## src/rtl/weight_seq_pkg.sv

```systemverilog
// Shared defaults and FSM encoding for the weight BRAM sequencer.
package weight_seq_pkg;

    localparam int DEPTH_DEF  = 28;
    localparam int ADDR_W_DEF = 5;
    localparam int DATA_W_DEF = 16;

    typedef enum logic [1:0] {
        ST_IDLE  = 2'd0,
        ST_READ  = 2'd1,
        ST_DRAIN = 2'd2
    } seq_state_e;

endpackage

```

## src/rtl/weight_bram_sequencer.sv

```systemverilog
// Host loads weights into an external BRAM, then streams them in order
// to the MAC with valid/ready flow control; BRAM samples on negedge.
module weight_bram_sequencer
    import weight_seq_pkg::*;
#(
    parameter int DEPTH  = DEPTH_DEF,
    parameter int ADDR_W = ADDR_W_DEF,
    parameter int DATA_W = DATA_W_DEF
) (
    input  logic              CLK,
    input  logic              RST,
    input  logic              start,
    input  logic              abort,
    input  logic              load_valid,
    input  logic [ADDR_W-1:0] load_addr,
    input  logic [DATA_W-1:0] load_data,
    output logic              load_ready,
    output logic              load_err,
    output logic [ADDR_W-1:0] ADDR,
    output logic [DATA_W-1:0] DI,
    output logic              EN,
    output logic              WE,
    input  logic [DATA_W-1:0] DO,
    output logic              w_valid,
    output logic [DATA_W-1:0] w_data,
    output logic [ADDR_W-1:0] w_index,
    output logic              w_last,
    input  logic              out_ready,
    output logic              busy,
    output logic              done
);

    localparam logic [ADDR_W:0]   DEPTH_X  = (ADDR_W + 1)'(DEPTH);
    localparam logic [ADDR_W-1:0] LAST_IDX = ADDR_W'(DEPTH - 1);

    seq_state_e        state;
    logic [ADDR_W-1:0] rd_ptr;
    logic              is_idle;
    logic              addr_ok;
    logic              wr_ok;
    logic              issue;

    assign is_idle = (state == ST_IDLE);
    assign addr_ok = ({1'b0, load_addr} < DEPTH_X);
    assign wr_ok   = !RST && is_idle && load_valid && addr_ok;
    assign issue   = !RST && !abort && (state == ST_READ)
                   && (!w_valid || out_ready);

    assign load_ready = is_idle;
    assign busy       = !is_idle;
    assign EN         = wr_ok || issue;
    assign WE         = wr_ok;
    assign ADDR       = wr_ok ? load_addr : rd_ptr;
    assign DI         = load_data;
    // BRAM holds DO while EN=0, so the stalled word stays on w_data.
    assign w_data     = DO;

    always_ff @(posedge CLK) begin
        if (RST) begin
            state    <= ST_IDLE;
            rd_ptr   <= '0;
            w_valid  <= 1'b0;
            w_index  <= '0;
            w_last   <= 1'b0;
            done     <= 1'b0;
            load_err <= 1'b0;
        end else begin
            done     <= 1'b0;
            load_err <= is_idle && load_valid && !addr_ok;
            case (state)
                ST_IDLE: begin
                    if (!load_valid && start) begin
                        rd_ptr <= '0;
                        state  <= ST_READ;
                    end
                end
                ST_READ: begin
                    if (abort) begin
                        w_valid <= 1'b0;
                        w_last  <= 1'b0;
                        state   <= ST_IDLE;
                    end else if (issue) begin
                        w_valid <= 1'b1;
                        w_index <= rd_ptr;
                        w_last  <= (rd_ptr == LAST_IDX);
                        if (rd_ptr == LAST_IDX) begin
                            state <= ST_DRAIN;
                        end else begin
                            rd_ptr <= rd_ptr + 1'b1;
                        end
                    end
                end
                ST_DRAIN: begin
                    if (abort) begin
                        w_valid <= 1'b0;
                        w_last  <= 1'b0;
                        state   <= ST_IDLE;
                    end else if (w_valid && out_ready) begin
                        w_valid <= 1'b0;
                        w_last  <= 1'b0;
                        done    <= 1'b1;
                        state   <= ST_IDLE;
                    end
                end
                default: state <= ST_IDLE;
            endcase
        end
    end

endmodule

```

## config.mk

```make
export PLATFORM = sky130hd
export DESIGN_NAME = weight_bram_sequencer
export DESIGN_NICKNAME = d
export VERILOG_FILES = /design/src/rtl/weight_seq_pkg.sv /design/src/rtl/weight_bram_sequencer.sv
export SDC_FILE = /design/constraint.sdc
export NUM_CORES = 1
export LEC_CHECK = 0
export ABC_AREA = 1
export CAP_MARGIN = 10
export CORE_MARGIN = 3
export CORE_UTILIZATION = 35
export CTS_CLUSTER_DIAMETER = 40
export DETAILED_ROUTE_END_ITERATION = 10
export PLACE_DENSITY = 0.86
export SYNTH_ARGS = -nofsm -noshare
export SYNTH_HDL_FRONTEND = slang
export SYNTH_SLANG_ARGS = --single-unit
```

## constraint.sdc

```tcl
create_clock -name CLK -period 3 [get_ports CLK]
set_clock_uncertainty 0.1 [all_clocks]
set_input_delay 0.6 -clock CLK [delete_from_list [all_inputs] [get_ports CLK]]
set_output_delay 0.6 -clock CLK [all_outputs]
set_load 0.05 [all_outputs]
```

# Yosys cells after proc, flatten, opt, wreduce, memory -nomap -nowiden

Index checks and enable logic that the tools add are counted.

Output and inout port bits: 50
Memories: 0
Memory bits (read-only): 0
Register bits after elaboration: 16
Bits in writable memories: 0
Logic and storage cells: 69
Bits in latches: 0

Equality and inequality tests: 10
Bitwise operators: 2
Div/mod/pow operators: 0
Add/sub/neg operators: 1
Reduce and logical (&&, ||, !) cells: 26
Multiply operators: 0
Magnitude comparators: 1
Shift operators: 0
Mux-type cells: 22

Operators by type and width:

| kind                                                                     | count |
|---|---|
| 5-bit 2-to-1 mux                                                         | 5 |
| 2-bit 2-to-1 mux                                                         | 6 |
| 1-bit logical AND                                                        | 10 |
| 5-bit one-hot mux with 2 select lines                                    | 1 |
| 1-bit 2-to-1 mux                                                         | 7 |
| 1-bit zero test                                                          | 6 |
| 2-bit inequality test (second input constant)                            | 3 |
| 3-bit inequality test (second input constant)                            | 2 |
| 2-bit one-hot mux with 3 select lines                                    | 1 |
| 3-bit AND reduction                                                      | 2 |
| 5-bit by 1-bit adder with 5-bit output (second input constant)           | 1 |
| 5-bit == test (second input constant)                                    | 1 |
| 5-bit less-than comparator (second input constant)                       | 1 |
| 5-bit AND reduction                                                      | 1 |
| 1-bit one-hot mux with 2 select lines                                    | 2 |
| 4-bit AND reduction                                                      | 1 |
| 2-bit nonzero test                                                       | 2 |
| 3-bit by 2-bit inequality test with 1-bit output (second input constant) | 1 |
| 3-bit OR reduction                                                       | 1 |
| 2-bit by 1-bit == test with 1-bit output (second input constant)         | 1 |
| 2-bit == test (second input constant)                                    | 1 |
| 2-bit zero test                                                          | 1 |
| 1-bit logical OR                                                         | 2 |
| 2-bit by 1-bit inequality test with 1-bit output (second input constant) | 1 |
| 1-bit inverter                                                           | 2 |

# Longest topological paths before layout

Gate-level depths: netlist (run 1).

Depth in word-level cells: 7
Depth in mapped cells: 9

# Worst setup path before layout (run 1)

Ideal clock, no wire load.

Path type: in2out
From: input RST
To: output ADDR[2]
Path buffers: 1
Stages: 4
Path slack: 0.410 ns
Data required time: 2.300 ns
Arrival time: 1.890 ns
Path through: buf_6 nor3_2 nand2_1 a21oi_1

Longest elaborated chain between the ends: 5

RTL lines:

| element                         | RTL line                    | RTL |
|---|---|---|
| from (decl)                     | weight_bram_sequencer.sv:11 | `input logic RST,` |
| 1-bit zero test                 | weight_bram_sequencer.sv:45 | `assign wr_ok = !RST && is_idle && load_valid && addr_ok;` |
| 1-bit logical AND (3 in series) | weight_bram_sequencer.sv:45 |  |
| 5-bit 2-to-1 mux                | weight_bram_sequencer.sv:53 | `assign ADDR = wr_ok ? load_addr : rd_ptr;` |
| to (decl)                       | weight_bram_sequencer.sv:19 | `output logic [ADDR_W-1:0] ADDR,` |

No other way between the ends.

# Worst setup path after layout (run 1)

Same ends and word-level chain as after synthesis.

==> metrics, run 1 <==
status=finished clean; Top Metal Used=met4; crit end category=primary output; # DRC=0; Iteration-0 DRC Markers=30; CTS tree=yes; CP startpoint kind=input pin; DP Worst Slack=0.212 ns; first-pass GRT wire length=3850 um; initial antenna violation count=0; syn nets=205; Root Buffer=clkbuf_4; RSZ-0062 raised after global routing=no; Area growth, synth to finish=16.2%; f_max=359 MHz; PwrDens=roughly 530 nW/um2; clock latency on the worst-skew pair=0.29 ns; Peak VDD IR=0.234 mV; switch share=41.8%; post-route setup TNS=0 ns; Seq pwr share=35.2%; max_cap viols=0; num rows=20; Final Worst Setup Slack=between 0.2 and 0.25 ns; Final ANT Viol Nets=0; leakage=between 0.5 and 0.6 nW; Hold Path Class=register to register; simple-gate share of the synthesized area=31.2%; routed length per placed instance=10.7 um; routed length on met1=946 um; clk buf depth=2; arrival time at the worst endpoint=2.08 ns; gr usage total=12.3%; Power, Total=0.696 mW; sequential fraction of the synthesis area=28.2%; vias in the first global route=935; grt total ovfl=0; post-synthesis compound-gate area fraction=between 10% and 20%; Reg clk slew, reported paths=0.09 ns; worst path required time=around 2.3 ns; Post-Route WL=2180 um; Post-CTS Repair Setup Buffers=0; Post-Synth XOR/XNOR Area=0.772%; part of the cycle the worst path needs=92.8%; gpl congestion=0.852; commonest non-fill, non-tap cell in the layout=nand2_1; Synth Instances=161; Internal=0.405 mW; Core ar.=3080 um2; Yosys Warn Count=0; Nets=206; Hold Vio Cnt, Final=0; Die W=62.9 um; post-DP HPWL=between 1500 and 2000 um; Starting Density=a little under two fifths; Net Switching=just under 0.3 mW; Detailed Routing Iterations Pass 1=4; Avg Synthesized Cell Area=7.05 um2; chip height=62.9 um; worst setup path class=input pin to primary output; Clock power frac=16.4%; Worst-Margin Slew=0.518 ns; Adder-Cell Fraction of Synth Area=around 1.1%; CTS buffer count=3; largest net degree at the start of global routing=9; Mapped Area=around 1100 um2; flops & latches, synth=16; Slew HR=65.4%; Fin Hold WS=0.367 ns; met2 routed WL=around 1000 um; antenna fix cells=0; main combinational cell family by area after synthesis=simple AND/OR/NAND/NOR gates; final setup fails=0; most frequent cells in the layout=nand2_1, clkdlybuf4s50_1, nor2_1, dfxtp_1, inv_2; via count=910; Synth cell types=24; # port buffers=28; CTS sink count=16; number of H-tree levels=1; fraction of layout cells with a size suffix above 1=25.0%; Vias/cell=4.46; total of cells resized after clock tree synthesis=0; Comb pwr share=48.4%; post-synthesis mux area share=0%; Die ar.=roughly 4000 um2; Final Util=about 43%; CP max FO=7; # IOs=between 90 and 100; met3 routed wirelength=174 um; FILL cells=between 300 and 400; final worst path period need=between 2 and 3 ns; Max Transition Viols Final=0; Post-CTS Hold Buffers=0
[cells in the mapped netlist]
| library cell | n | area [um2] |
|---|---|---|
| buf_4 | 32 | 240 |
| nand2_1 | 31 | 116 |
| dfxtp_1 | 16 | 320 |
| nor2_1 | 16 | 60.1 |
| inv_2 | 10 | 37.5 |
| a21oi_1 | 8 | 40.0 |
| nand3_1 | 8 | 40.0 |
| inv_1 | 7 | 26.3 |
| nor2_2 | 6 | 37.5 |
| nand2_2 | 3 | 18.8 |
| nand2_4 | 3 | 33.8 |
| o21ai_0 | 3 | 15.0 |
| o21ai_1 | 3 | 15.0 |
| o21bai_1 | 3 | 22.5 |
| a21oi_2 | 2 | 17.5 |
| nand3_2 | 2 | 20.0 |
| a22oi_1 | 1 | 7.51 |
| buf_6 | 1 | 11.3 |
| ha_1 | 1 | 12.5 |
| inv_4 | 1 | 6.26 |
| nor2_4 | 1 | 11.3 |
| nor3_2 | 1 | 10.0 |
| nor4_1 | 1 | 6.26 |
| xnor2_1 | 1 | 8.76 |
[registers in the layout (all words and copies together) (netlist names)]
signal / cells
load_err: 1
w_index: 5
state: 2
rd_ptr: 5
w_valid: 1
done: 1
w_last: 1
[per-stage QoR]
step / instances / instance area [um2]
after floorplan: 161 / 1130
after CTS: 204 / 1320
after detailed placement: 201 / 1300
final: 204 / 1320
after global routing: 204 / 1320
after global placement: 201 / 1300
[power by group through the flow]
| stage | clock [mW] | sequential (mW) | combinational, mW |
|---|---|---|---|
| detailed placement | 0 | 0.250 | 0.338 |
| floorplan | 0 | 0.261 | 0.314 |
| global placement | 0 | 0.249 | 0.335 |
| finish | 0.114 | 0.245 | 0.337 |
| CTS | 0.119 | 0.245 | 0.340 |
| global route | 0.128 | 0.248 | 0.364 |
[metal layers]
layer | track usage [%] | up-vias
met3 | 5.04 | 9
met2 | 19.2 | 29
met5 | 0 | -
met4 | 7.99 | 0
met1 | 13.7 | 398
li1 | - | 474
[cells by family after synthesis]
family                   after synthesis
AO/OA/AOI/OAI                         20
XOR/XNOR                               1
AND/OR/NAND/NOR                       72
flip-flops                            16
buffers and inverters                 51
adder cells (fa/ha/maj)                1
[final cells by class]
cell class / count / area (um2) / area share [%]
repair buffers: 29 / 358 / 27.1
multi-input cells: 94 / 493 / 37.4
flip-flops and latches: 16 / 320 / 24.3
well taps: 44 / 55.1 / 4.17
inverters: 18 / 70.1 / 5.31
clock buffers: 3 / 22.5 / 1.71
[final timing paths]
check,startpoint,endpoint,slack [ns],cells past startpoint
max,RST,ADDR[2],0.22,5
min,w_last$_SDFFE_PP0P_,w_last$_SDFFE_PP0P_,0.37,2
max reg2reg,rd_ptr[0]$_SDFFE_PP0P_,rd_ptr[4]$_SDFFE_PP0P_,1.48,8
min reg2reg,w_last$_SDFFE_PP0P_,w_last$_SDFFE_PP0P_,0.37,2
[worst max-delay path, cell delays in order]
cell and delay [ns]:
clkdlybuf4s50_1 0.50, nor3_2 0.27, nand2_1 0.20, a21oi_1 0.33, buf_12 0.18
No activity file was read; power rests on OpenSTA's default activity.
==> run 2, diff against run 1 <==
ABC_AREA = 0   (was 1)
CORE_UTILIZATION = 34   (was 35)
PLACE_DENSITY = 0.85   (was 0.86)
==> run 2 against run 1 <==
Flip-flop and latch count did not move. Total power fell by 32%. Non-clock buffer count increased by 2. Largest power group is now registers. Fmax grew 2.6%. Largest cell class unchanged. Sequential power fell by 11%.
==> metrics, run 2 <==
routed length per placed instance=13.9 um; # DRC=0; via count=roughly 930; PwrDens=371 nW/um2; Nets=180; max_cap viols=0; Post-synth EDFFs=0; post-DP HPWL=1830 um; Synth cell types=35; Post-CTS Repair Setup Buffers=0; clk buf depth=2; FILL cells=291; Avg Synthesized Cell Area=approximately 7.9 um2; area share of the largest cell type after synthesis=29.6%; gr usage total=12.8%; most frequent cells in the layout=clkdlybuf4s50_1, dfxtp_1, nand2_1; crit end category=primary output; Die W=62.5 um; ys async rst share=0%; vias in the first global route=902; sequential fraction of the synthesis area=29.6%; Iteration-0 DRC Markers=49; syn nets=181; top post-synthesis cells by area=dfxtp_1, buf_4, nand3_1, nand2_1, a21oi_1; clock latency on the worst-skew pair=0.29 ns; commonest non-fill, non-tap cell in the layout=clkdlybuf4s50_1; Reg clk slew, reported paths=0.09 ns; Synth area leader=dfxtp_1; antenna fix cells=0; num rows=19; # IOs=a little over 90; worst setup path class=input pin to primary output; total of cells resized after clock tree synthesis=0; first-pass GRT wire length=between 4000 and 5000 um; flops & latches, synth=16; Synth Instances=about 140; most common cell in the netlist=buf_4; Final Worst Setup Slack=~0.29 ns; fin area=between 1000 and 1500 um2; arrival time at the worst endpoint=roughly 2 ns; Yosys Warn Count=0; part of the cycle the worst path needs=around nine tenths; non-filler cells, final=177; biggest regs=rd_ptr x5, w_index x5, state x2; Worst-Margin Slew=around 0.51 ns; Core ar.=2900 um2; grt total ovfl=0; leakage=0.527 nW; CP max FO=4; post-route setup TNS=0 ns; final setup fails=0; Max Transition Viols Final=0; Power, Total=0.474 mW; chip height=62.5 um; initial antenna violation count=0; gpl congestion=0.879; Peak VDD IR=0.116 mV; Slew HR=65.7%; DP Worst Slack=just under 0.3 ns; CP startpoint kind=input pin; placed insts=173; reg-to-reg slack, setup=1.11 ns; status=finished clean; Hold Vio Cnt, Final=0; fraction of layout cells with a size suffix above 1=15.6%; commonest cells in the netlist=buf_4, dfxtp_1, nand2_1, nand3_1, a21oi_1; # port buffers=28; Vias/cell=5.26; Final ANT Viol Nets=0; Starting Density=37.4%; number of H-tree levels=1; final worst path period need=roughly 2.7 ns; Area growth, synth to finish=18.0%; CTS sink count=16; dpl cell area=1240 um2; worst path required time=2.30 ns; Hold Path Class=register to register; f_max=369 MHz; Detailed Routing Iterations Pass 1=6; Root Buffer=clkbuf_4; largest net degree at the start of global routing=11; Post-CTS Hold Buffers=0; Post-synth top flop=dfxtp_1; CTS buffer count=3; Mapped Area=1080 um2; CTS tree=yes; RSZ-0062 raised after global routing=no; Post-Route WL=2460 um; Die ar.=3900 um2
[run 2: critical path: stages]
cell	delay [ns]
clkdlybuf4s50_1	0.53
nand3_1	0.13
nand4_1	0.21
mux2_2	0.39
buf_12	0.15
[run 2: cell type report]
type	instances	area (um2)	share of cell area [%]
multi-input cells	80	482	37.7
repair buffers	31	373	29.2
flip-flops and latches	16	320	25.0
well taps	42	52.6	4.11
clock buffers	4	36.3	2.84
inverters	4	15.0	1.17
[run 2: per-layer routing]
| metal | global-route usage [%] | wire length [um] |
|---|---|---|
| met3 | 2.88 | 210 |
| met1 | 13.3 | 910 |
| met5 | 0 | 0 |
| met4 | 9.92 | 85 |
| met2 | 22.2 | 1250 |
[run 2: report_power, final]
part	total (mW)	switching (mW)	leakage, nW	internal, mW
logic	0.110	0.0592	0.377	0.0503
registers	0.218	0.00328	0.129	0.214
clock network	0.147	0.0727	0.0210	0.0740
[run 2: cells by family (layout without fill, tap and decap cells)]
family          count (synthesis)  count (layout)  synth area share (%)
fa+ha+maj                       1               1                  1.15
compound gates                 26              26                  16.4
buf+inv                        41              39                  26.0
simple gates                   51              51                  24.8
flops                          16              16                  29.6
mux                             2               2                  2.08
[run 2: path summary, 6_finish.rpt]
check | cells past startpoint | end | start
worst max-delay path | 5 | ADDR[0] | load_addr[3]
worst min-delay path | 2 | w_index[0]$_SDFFE_PP0P_ | w_index[0]$_SDFFE_PP0P_
worst max register to register | 4 | rd_ptr[4]$_SDFFE_PP0P_ | state[0]$_SDFFE_PP0P_
worst min register to register | 2 | w_index[0]$_SDFFE_PP0P_ | w_index[0]$_SDFFE_PP0P_
[run 2: metrics by stage]
step,hold slack (ns),utilization (%)
6_report,0.360,44.1
4_1_cts,0.365,44.1
5_1_grt,0.390,44.1
3_5_place_dp,0.350,42.8
3_3_place_gp,0.348,42.8
2_1_floorplan,0.357,-
==> run 3, diff against run 2 <==
CORE_UTILIZATION = 29   (was 34)
CTS_BUF_LIST = sky130_fd_sc_hd__clkbuf_4   (was not set)
PLACE_DENSITY = 0.77   (was 0.85)
clock period = 2.2 ns   (was 3 ns; I/O delays follow)
==> run 3 against run 2 <==
Final cell count up 11%. Die area up 16%. Setup slack worse by 0.20 ns. Critical path depth down 1. Core utilization down 3.4 points. Count of clock-buffer cells in the layout down 1. Non-clock buffer count up 16. Flip-flop and latch count unchanged. First-iteration DRC count down 39%. Clock power up 12%. Largest cell class unchanged.
==> metrics, run 3 (synthesis results as in run 2) <==
status=finished clean; Worst path top cell family by delay=flip-flops; Reg area=between 300 and 400 um2; number of H-tree levels=1; PwrDens=447 nW/um2; post-route setup TNS=0 ns; Starting Density=31.2%; Final ANT Viol Nets=0; post-DP HPWL=approximately 1900 um; largest net degree at the start of global routing=10; max_cap viols=0; arrival time at the worst endpoint=1.57 ns; Slew HR=~66%; worst setup path class=register to primary output; Seq pwr share=47.2%; gr usage total=11.2%; Power, Total=0.630 mW; Fin Hold WS=0.364 ns; vias in the first global route=928; via count=941; Final Util=40.7%; Internal=0.440 mW; CP startpoint kind=register; multi-input combinational cell area=approximately 510 um2; chip height=67.1 um; Reg clk slew, reported paths=approximately 0.1 ns; worst path required time=between 1.5 and 2 ns; Net Switching=0.189 mW; Die W=67.1 um; biggest regs=rd_ptr x5, w_index x5, state x2; Die ar.=between 4000 and 5000 um2; Post-Route WL=~2500 um; Worst-Margin Slew=around 0.52 ns; Comb pwr share=about a quarter; Top Metal Used=met4; Clock power frac=26.1%; Nets=196; crit end category=primary output; Hold Vio Cnt, Final=0; Post-CTS Hold Buffers=0; Core ar.=3470 um2; initial antenna violation count=0; routed length on met1=roughly 1000 um; routed length per placed instance=12.6 um; DP Worst Slack=-0.127 ns; Root Buffer=clkbuf_4; crit-path max cell delay=around 0.4 ns; met3 routed wirelength=173 um; num rows=21; Hold Path Class=register to register; antenna fix cells=0; worst path bufs/invs=1; fraction of layout cells with a size suffix above 1=29.1%; # DRC=0; switch share=30.1%; CP max FO=8; commonest non-fill, non-tap cell in the layout=buf_4; final setup fails=0; clk buf depth=2; most frequent cells in the layout=buf_4, nand2_1, dfxtp_1, clkdlybuf4s50_1, nand3_1; # IOs=93; Max Transition Viols Final=0; Final Worst Setup Slack=0.0887 ns; Detailed Routing Iterations Pass 1=4; first-pass GRT wire length=3880 um; CTS sink count=16; f_max=474 MHz; part of the cycle the worst path needs=about 96%; FILL cells=350; CTS tree=yes; Vias/cell=roughly 4.8; Area growth, synth to finish=30.1%; grt total ovfl=0; Iteration-0 DRC Markers=30; final worst path period need=around 2.1 ns; # port buffers=28; worst-path cell chain=nor2_4 -> nand4_1 -> mux2_4 -> buf_12; Peak VDD IR=between 0.1 and 0.15 mV; slowest CP cell=dfxtp_2; leakage=0.619 nW; met2 routed WL=between 1000 and 1500 um; CTS buffer count=3; gpl congestion=0.729; clock latency on the worst-skew pair=~0.29 ns
==> run 3: cell count changes in the layout (fill, tap and decap cells not counted), sizes merged <==
cell           before  now
clkbuf              4    3
dlygate4sd2         0    5
buf                10   28
clkinv              0    1
clkdlybuf4s50      21   14
==> run 3: area by class of cell <==
| cell class | instances | area share [%] |
|---|---|---|
| clock buffer | 3 | 1.60 |
| multi-input combinational | 80 | 35.9 |
| timing repair buffer | 47 | 34.2 |
| clock inverter | 1 | 0.266 |
| tap | 46 | 4.08 |
| sequential | 16 | 22.9 |
| inverter | 4 | 1.06 |
==> run 3: repair_timing <==
| item | 4_1_cts | 5_1_grt |
|---|---|---|
| setup buffers | 1 | 2 |
| gates resized for setup | 10 | 2 |
| endpoints found under the setup margin | 6 | 6 |
| pin swaps | 1 | 2 |
==> run 3: final timing paths <==
check / from / end / slack [ns] / depth (start not counted)
max: state[0]$_SDFFE_PP0P_ / ADDR[1] / 0.09 / 4
min: w_index[2]$_SDFFE_PP0P_ / w_index[2]$_SDFFE_PP0P_ / 0.36 / 2
max reg2reg: state[0]$_SDFFE_PP0P_ / rd_ptr[4]$_SDFFE_PP0P_ / 0.37 / 4
min reg2reg: w_index[2]$_SDFFE_PP0P_ / w_index[2]$_SDFFE_PP0P_ / 0.36 / 2
==> run 3: routing by layer <==
| layer | up-vias | track usage, % |
|---|---|---|
| li1 | 479 | - |
| met1 | 423 | 12.1 |
| met2 | 31 | 18.5 |
| met3 | 8 | 3.88 |
| met4 | 0 | 7.34 |
| met5 | - | 0 |
==> run 3: power groups by stage <==
stage / combinational [mW] / sequential (mW) / clock [mW]
2_1_floorplan: 0.227 / 0.307 / 0
3_3_place_gp: 0.163 / 0.303 / 0
3_5_place_dp: 0.164 / 0.303 / 0
4_1_cts: 0.166 / 0.297 / 0.169
5_1_grt: 0.177 / 0.298 / 0.185
6_report: 0.168 / 0.297 / 0.165
==> run 3: metrics by stage <==
| step | cells | area, um2 |
|---|---|---|
| after detailed placement | 190 | 1350 |
| after global routing | 197 | 1410 |
| after global placement | 190 | 1350 |
| after CTS | 195 | 1390 |
| after floorplan | 137 | 1090 |
| final | 197 | 1410 |
==> run 3: worst min-delay path, delay by kind of cell (launching register included) <==
kind / cells / cell delay [ns]
DFF: 1 / 0.33
and+or+nand+nor: 2 / 0.10
